[src/rtl/led_pkg.sv]
// Shared encodings for the LED flow sequencer: command opcodes and FSM states.
package led_pkg;

  typedef enum logic [1:0] {
    OP_STOP  = 2'b00,
    OP_FLOW  = 2'b01,
    OP_BLINK = 2'b10,
    OP_SET   = 2'b11
  } led_op_e;

  typedef enum logic [1:0] {
    ST_IDLE  = 2'b00,
    ST_LOAD  = 2'b01,
    ST_FLOW  = 2'b10,
    ST_BLINK = 2'b11
  } led_state_e;

  localparam int DIV_W = 4;

endpackage

[src/rtl/tick_gen.sv]
// Base-tick prescaler: counts 0..TICK_CYCLES-1 while enabled, held at 0 otherwise.
module tick_gen #(
  parameter int TICK_CYCLES = 25_000_000
) (
  input  logic sys_clk,
  input  logic sys_rst_n,
  input  logic en,
  output logic tick
);

  localparam int CNT_W = $clog2(TICK_CYCLES);
  localparam logic [CNT_W-1:0] CNT_MAX = CNT_W'(TICK_CYCLES - 1);

  logic [CNT_W-1:0] count;

  always_ff @(posedge sys_clk or negedge sys_rst_n) begin
    if (!sys_rst_n) begin
      count <= '0;
    end else if (!en || count == CNT_MAX) begin
      count <= '0;
    end else begin
      count <= count + CNT_W'(1);
    end
  end

  // Ungated: count can only reach CNT_MAX after en has been high.
  assign tick = (count == CNT_MAX);

endmodule

[src/rtl/led_flow_ctrl.sv]
// Command-driven LED sequencer: stop / rotate / blink / static set with
// prescaled step timing and a per-command step divider.
module led_flow_ctrl
  import led_pkg::*;
#(
  parameter int TICK_CYCLES = 25_000_000,
  parameter int LED_W       = 2
) (
  input  logic             sys_clk,
  input  logic             sys_rst_n,
  // Handshake: a command transfers on a rising edge where cmd_valid && cmd_ready.
  // cmd_ready is low only during the single LOAD cycle; cmd_valid may be held.
  input  logic             cmd_valid,
  output logic             cmd_ready,
  input  logic [1:0]       cmd_op,
  input  logic [LED_W-1:0] cmd_data,
  input  logic [DIV_W-1:0] cmd_period,
  output logic [LED_W-1:0] led,
  output logic             step_pulse,
  output logic             busy,
  output logic [1:0]       state_dbg
);

  localparam logic [LED_W-1:0] LED_ONE = {{(LED_W-1){1'b0}}, 1'b1};

  led_state_e       state, state_nxt;
  led_op_e          op_q;
  logic [LED_W-1:0] data_q;
  logic [LED_W-1:0] mask_q, mask_nxt;
  logic [LED_W-1:0] led_nxt;
  logic [DIV_W-1:0] period_q;
  logic [DIV_W-1:0] div_q;
  logic             accept;
  logic             running;
  logic             tick;
  logic             step;

  assign cmd_ready = (state != ST_LOAD);
  assign accept    = cmd_valid && cmd_ready;
  assign running   = (state == ST_FLOW) || (state == ST_BLINK);
  assign step      = running && tick && (div_q == period_q);
  assign state_dbg = state;

  // Prescaler is cleared on the accepting edge so LOAD always starts from 0.
  tick_gen #(
    .TICK_CYCLES(TICK_CYCLES)
  ) u_tick_gen (
    .sys_clk  (sys_clk),
    .sys_rst_n(sys_rst_n),
    .en       (running && !accept),
    .tick     (tick)
  );

  always_ff @(posedge sys_clk or negedge sys_rst_n) begin
    if (!sys_rst_n) begin
      state <= ST_IDLE;
      busy  <= 1'b0;
    end else begin
      state <= state_nxt;
      busy  <= (state_nxt == ST_FLOW) || (state_nxt == ST_BLINK);
    end
  end

  always_comb begin
    state_nxt = state;
    case (state)
      ST_LOAD: begin
        case (op_q)
          OP_FLOW:  state_nxt = ST_FLOW;
          OP_BLINK: state_nxt = ST_BLINK;
          default:  state_nxt = ST_IDLE;
        endcase
      end
      default: begin
        if (accept) state_nxt = ST_LOAD;
      end
    endcase
  end

  // LOAD takes priority; a step on the accepting edge is applied first and
  // then overwritten by the LOAD edge that follows.
  always_comb begin
    led_nxt  = led;
    mask_nxt = mask_q;
    if (state == ST_LOAD) begin
      case (op_q)
        OP_SET:  led_nxt = data_q;
        OP_FLOW: led_nxt = (data_q == '0) ? LED_ONE : data_q;
        OP_BLINK: begin
          led_nxt  = data_q;
          mask_nxt = (data_q == '0) ? '1 : data_q;
        end
        default: led_nxt = led;
      endcase
    end else if (step) begin
      if (state == ST_FLOW) led_nxt = {led[LED_W-2:0], led[LED_W-1]};
      else                  led_nxt = led ^ mask_q;
    end
  end

  always_ff @(posedge sys_clk or negedge sys_rst_n) begin
    if (!sys_rst_n) begin
      led        <= LED_ONE;
      mask_q     <= '1;
      step_pulse <= 1'b0;
      op_q       <= OP_STOP;
      data_q     <= '0;
      period_q   <= '0;
      div_q      <= '0;
    end else begin
      led        <= led_nxt;
      mask_q     <= mask_nxt;
      step_pulse <= step;
      if (accept) begin
        op_q     <= led_op_e'(cmd_op);
        data_q   <= cmd_data;
        period_q <= cmd_period;
      end
      if (!running || accept) begin
        div_q <= '0;
      end else if (tick) begin
        div_q <= step ? '0 : div_q + DIV_W'(1);
      end
    end
  end

endmodule
[config.mk]
export PLATFORM = sky130hd
export DESIGN_NAME = led_flow_ctrl
export DESIGN_NICKNAME = d
export VERILOG_FILES = /design/src/rtl/led_pkg.sv /design/src/rtl/tick_gen.sv /design/src/rtl/led_flow_ctrl.sv
export SDC_FILE = /design/constraint.sdc
export NUM_CORES = 1
export LEC_CHECK = 0
export BUFFER_PORTS_ARGS = -buffer_cell sky130_fd_sc_hd__buf_2
export CORE_ASPECT_RATIO = 1.5
export CORE_MARGIN = 3
export CORE_UTILIZATION = 60
export CTS_CLUSTER_DIAMETER = 100
export CTS_CLUSTER_SIZE = 24
export DETAILED_ROUTE_END_ITERATION = 16
export HOLD_SLACK_MARGIN = 0.03
export PLACE_DENSITY = 0.91
export SETUP_SLACK_MARGIN = 0.1
export SYNTH_ARGS = -nofsm -noshare
export SYNTH_HDL_FRONTEND = slang
export SYNTH_HIERARCHICAL = 1
export SYNTH_SLANG_ARGS = --single-unit
[constraint.sdc]
create_clock -name sys_clk -period 3.35 [get_ports sys_clk]
set_input_delay 0.1675 -clock sys_clk [delete_from_list [all_inputs] [get_ports sys_clk]]
set_output_delay 0.1675 -clock sys_clk [all_outputs]
set_load 0.005 [all_outputs]
==> impl_metrics.csv <==
group,metric,value,unit
global_route,grt_max_degree,46,
finish,nNetsFinal,263,
clock_network,postCtsSetupBuffers,0,
finish,final_common_cell,"dfrtp_1",
detailed_routing,wl_per_cell,15.2,um
finish,antenna_cells,0,
yosys,synthCells,231,
global_route,met1_usage,21.2,%
global_route,grt_pass1_wl,7760,um
critical_path,cp-end-kind,"register",
clock_network,clockBufferDepth,2,
floorplanning,rows,27,
timing,finalHoldViolCount,0,
power_and_ir_drop,pwr-share-seq,47.2,%
power_and_ir_drop,powerDensity,629,nW/um2
timing,fin_crit,2460,ps
timing,fmax,406,MHz
finish,layout_common_cells,"42 x dfrtp_1, 17 x buf_2, 16 x nand2_1, 16 x nor2_1, 13 x xnor2_1",
power_and_ir_drop,vdd_drop_max,0.483,mV
global_route,grt_overflow_total,0,
outcome,status,"completed",
timing,worst_clock_skew,12.7,ps
finish,area_growth,8.35,%
timing,fin_tns_setup,0,ps
yosys,seq_area_frac_synth,47.4,%
power_and_ir_drop,internal_power,1.10,mW
yosys,yosys_warnings,6,
global_route,use_met3,4.82,%
critical_path,cp.required,3530,ps
critical_path,path_max_fanout,8,
yosys,synth_top_cell_area_share,44.1,%
clock_network,tritoncts,"yes",
job,cap_violations,0,
power_and_ir_drop,p_leak,1.04,nW
clock_network,clockRootBuffer,"clkbuf_8",
clock_network,cts.repair.resized,0,
detailed_routing,route.detailed.drc,0,
placed_design,routabilityCongestion,0.839,
placed_design,dp_slack,903,ps
clock_network,cts_htree_levels,2,
global_route,grt.met2_usage,37.7,%
detailed_routing,routed_via_density,6.09,
detailed_routing,vias,1773,
timing,final-setup-viol-count,0,
timing,rsz0062_at_grt,"false",
power_and_ir_drop,p_comb_share,27.7,%
timing,slew_headroom,36.3,%
detailed_routing,ant_nets,0,
power_and_ir_drop,swShare,32.6,%
floorplanning,die_w,57.5,um
global_route,grt_pass1_vias,1784,
detailed_routing,firstDrtPassIters,4,
critical_path,worstSetupPathType,"reg -> reg",
floorplanning,die_height,83.2,um
detailed_routing,drt_iter0_drc,88,
clock_network,hold_buffers,0,
finish,layout-drive-gt1-share,16.9,%
clock_network,cts_sinks,45,
power_and_ir_drop,p_clk_share,25.1,%
yosys,syn-num-nets,247,
min_path,holdCritPathClass,"in -> async",
timing,slew_viol_final,0,
timing,layout_setup_ws,890,ps
yosys,netlist_top_cells_area,"dfrtp_1 44%, xnor2_1 4.8%, mux2_1 4.7%",
floorplanning,initial_core_util,63.6,%
placed_design,dp.final_hpwl,3180,um
power_and_ir_drop,power.total,1.62,mW
global_route,grt_use_total,20.3,%
floorplanning,io-pin-count,18,
yosys,ys_types,44,
yosys,synth_seq_cells,45,
yosys,yosys.area.top_type,"dfrtp_1",
power_and_ir_drop,p_switching,0.529,mW
detailed_routing,totalWireLength,4410,um
timing,worst-slew-pin-transition,956,ps
global_route,antenna_found_initial,0,
clock_network,path_clk_slew,80,ps
yosys,avgSynthCellArea,10.3,um2
global_route,grt.busiest_layer,"met2",
clock_network,cts_made_buffers,5,
critical_path,critPathLaunchType,"register",
clock_network,clock_latency,300,ps
floorplanning,dieArea,4780,um2
placed_design,io_buffers,17,
floorplanning,fp.coreArea,3750,um2
critical_path,critPathArrivalTime,2640,ps
yosys,netlist_area,2380,um2
timing,post-route-period-util,73.4,%
[cell families after synthesis]
kind of cell / after synthesis / share of synthesized area (%)
adders and majority gates: 5 / 2.62
xor gates and xnor gates: 19 / 6.98
and+or+nand+nor: 92 / 22.0
muxes: 15 / 6.82
AOI/OAI and AO/OA: 36 / 9.76
DFF: 45 / 47.4
buffers and inverters: 19 / 4.36
[worst max-delay path: stages (launching register included)]
cell and delay [ps]:
dfrtp_1 380, ha_1 230, nand2_1 130, or4b_1 590
nor3_1 210, buf_4 180, nand2_1 70, nor2_2 140
a21oi_2 100, mux2_1 310
[final timing paths]
path	start	endpoint	slack, ps	cells after the start
min	sys_rst_n	data_q[1]	10	1
max reg2reg	u_tick_gen/count[0]	led[1]	890	9
max	u_tick_gen/count[0]	led[1]	890	9
min reg2reg	u_tick_gen/count[0]	u_tick_gen/count[0]	470	1
max in group asynchronous	sys_rst_n	u_tick_gen/count[15]	2740	1
min in group sys_clk	cmd_period[0]	period_q[0]	70	2
[cell type report]
| cell class | count | area (um2) |
|---|---|---|
| Fill cell | 291 | 1170 |
| Multi-Input combinational cell | 167 | 1150 |
| Sequential cell | 45 | 1130 |
| Timing Repair Buffer | 19 | 100 |
| Clock buffer | 5 | 68.8 |
| Tap cell | 43 | 53.8 |
| Clock inverter | 3 | 46.3 |
| Inverter | 9 | 33.8 |
[layer usage]
layer	routed length, um	share of wire, %	vias up
met1	1670	38	885
met2	2510	57	34
met3	172	3.9	5
li1	-	-	849
met5	0	0	-
met4	57	1.3	0
[synth_stat cells]
library cell / n
nand2_1: 16
xor2_1: 6
o311ai_1: 1
a21oi_2: 3
buf_2: 2
o31ai_4: 1
buf_6: 3
or4_1: 6
or3b_1: 1
o21ai_0: 9
o31ai_1: 5
nand3b_1: 2
a21oi_1: 12
nand2b_1: 3
nand3_1: 12
nor4_1: 3
inv_1: 9
nor3_1: 9
and4_1: 2
xnor2_1: 13
buf_4: 2
or4b_1: 1
nor2b_1: 2
mux2_1: 10
nand2_2: 1
o22ai_1: 1
nor2_2: 2
nand4_1: 2
nor2_1: 16
and3_1: 2
and2_1: 1
dfrtp_1: 42
o22a_1: 1
nand2b_4: 1
or3_1: 6
o21ai_1: 2
nand4_4: 1
dfstp_2: 3
ha_1: 5
nand2b_2: 1
clkbuf_1: 3
or4_4: 2
a22o_1: 1
mux2i_1: 5
[power groups by stage]
stage	registers, mW	logic, mW	clock network (mW)
after global routing	0.783	0.511	0.439
final	0.767	0.451	0.407
after global placement	0.770	0.423	0
after CTS	0.768	0.460	0.418
after floorplan	0.728	0.381	0
after detailed placement	0.778	0.449	0
[registers in the layout, indices dropped and copies added (netlist names)]
register / count
step_pulse: 1
state_dbg: 2
busy: 1
div_q: 4
u_tick_gen/count: 25
op_q: 2
mask_q: 2
led: 2
data_q: 2
period_q: 4
[through the flow]
stage	cells	util (%)	hold WS, ps	instance area [um2]
after global placement	283	65.8	367	2470
final	291	68.9	13.3	2580
after global routing	291	68.9	59.1	2580
after floorplan	231	-	-128	2380
after detailed placement	283	65.8	377	2470
after CTS	291	68.9	47.5	2580
No activity file was read; power rests on OpenSTA's default activity.
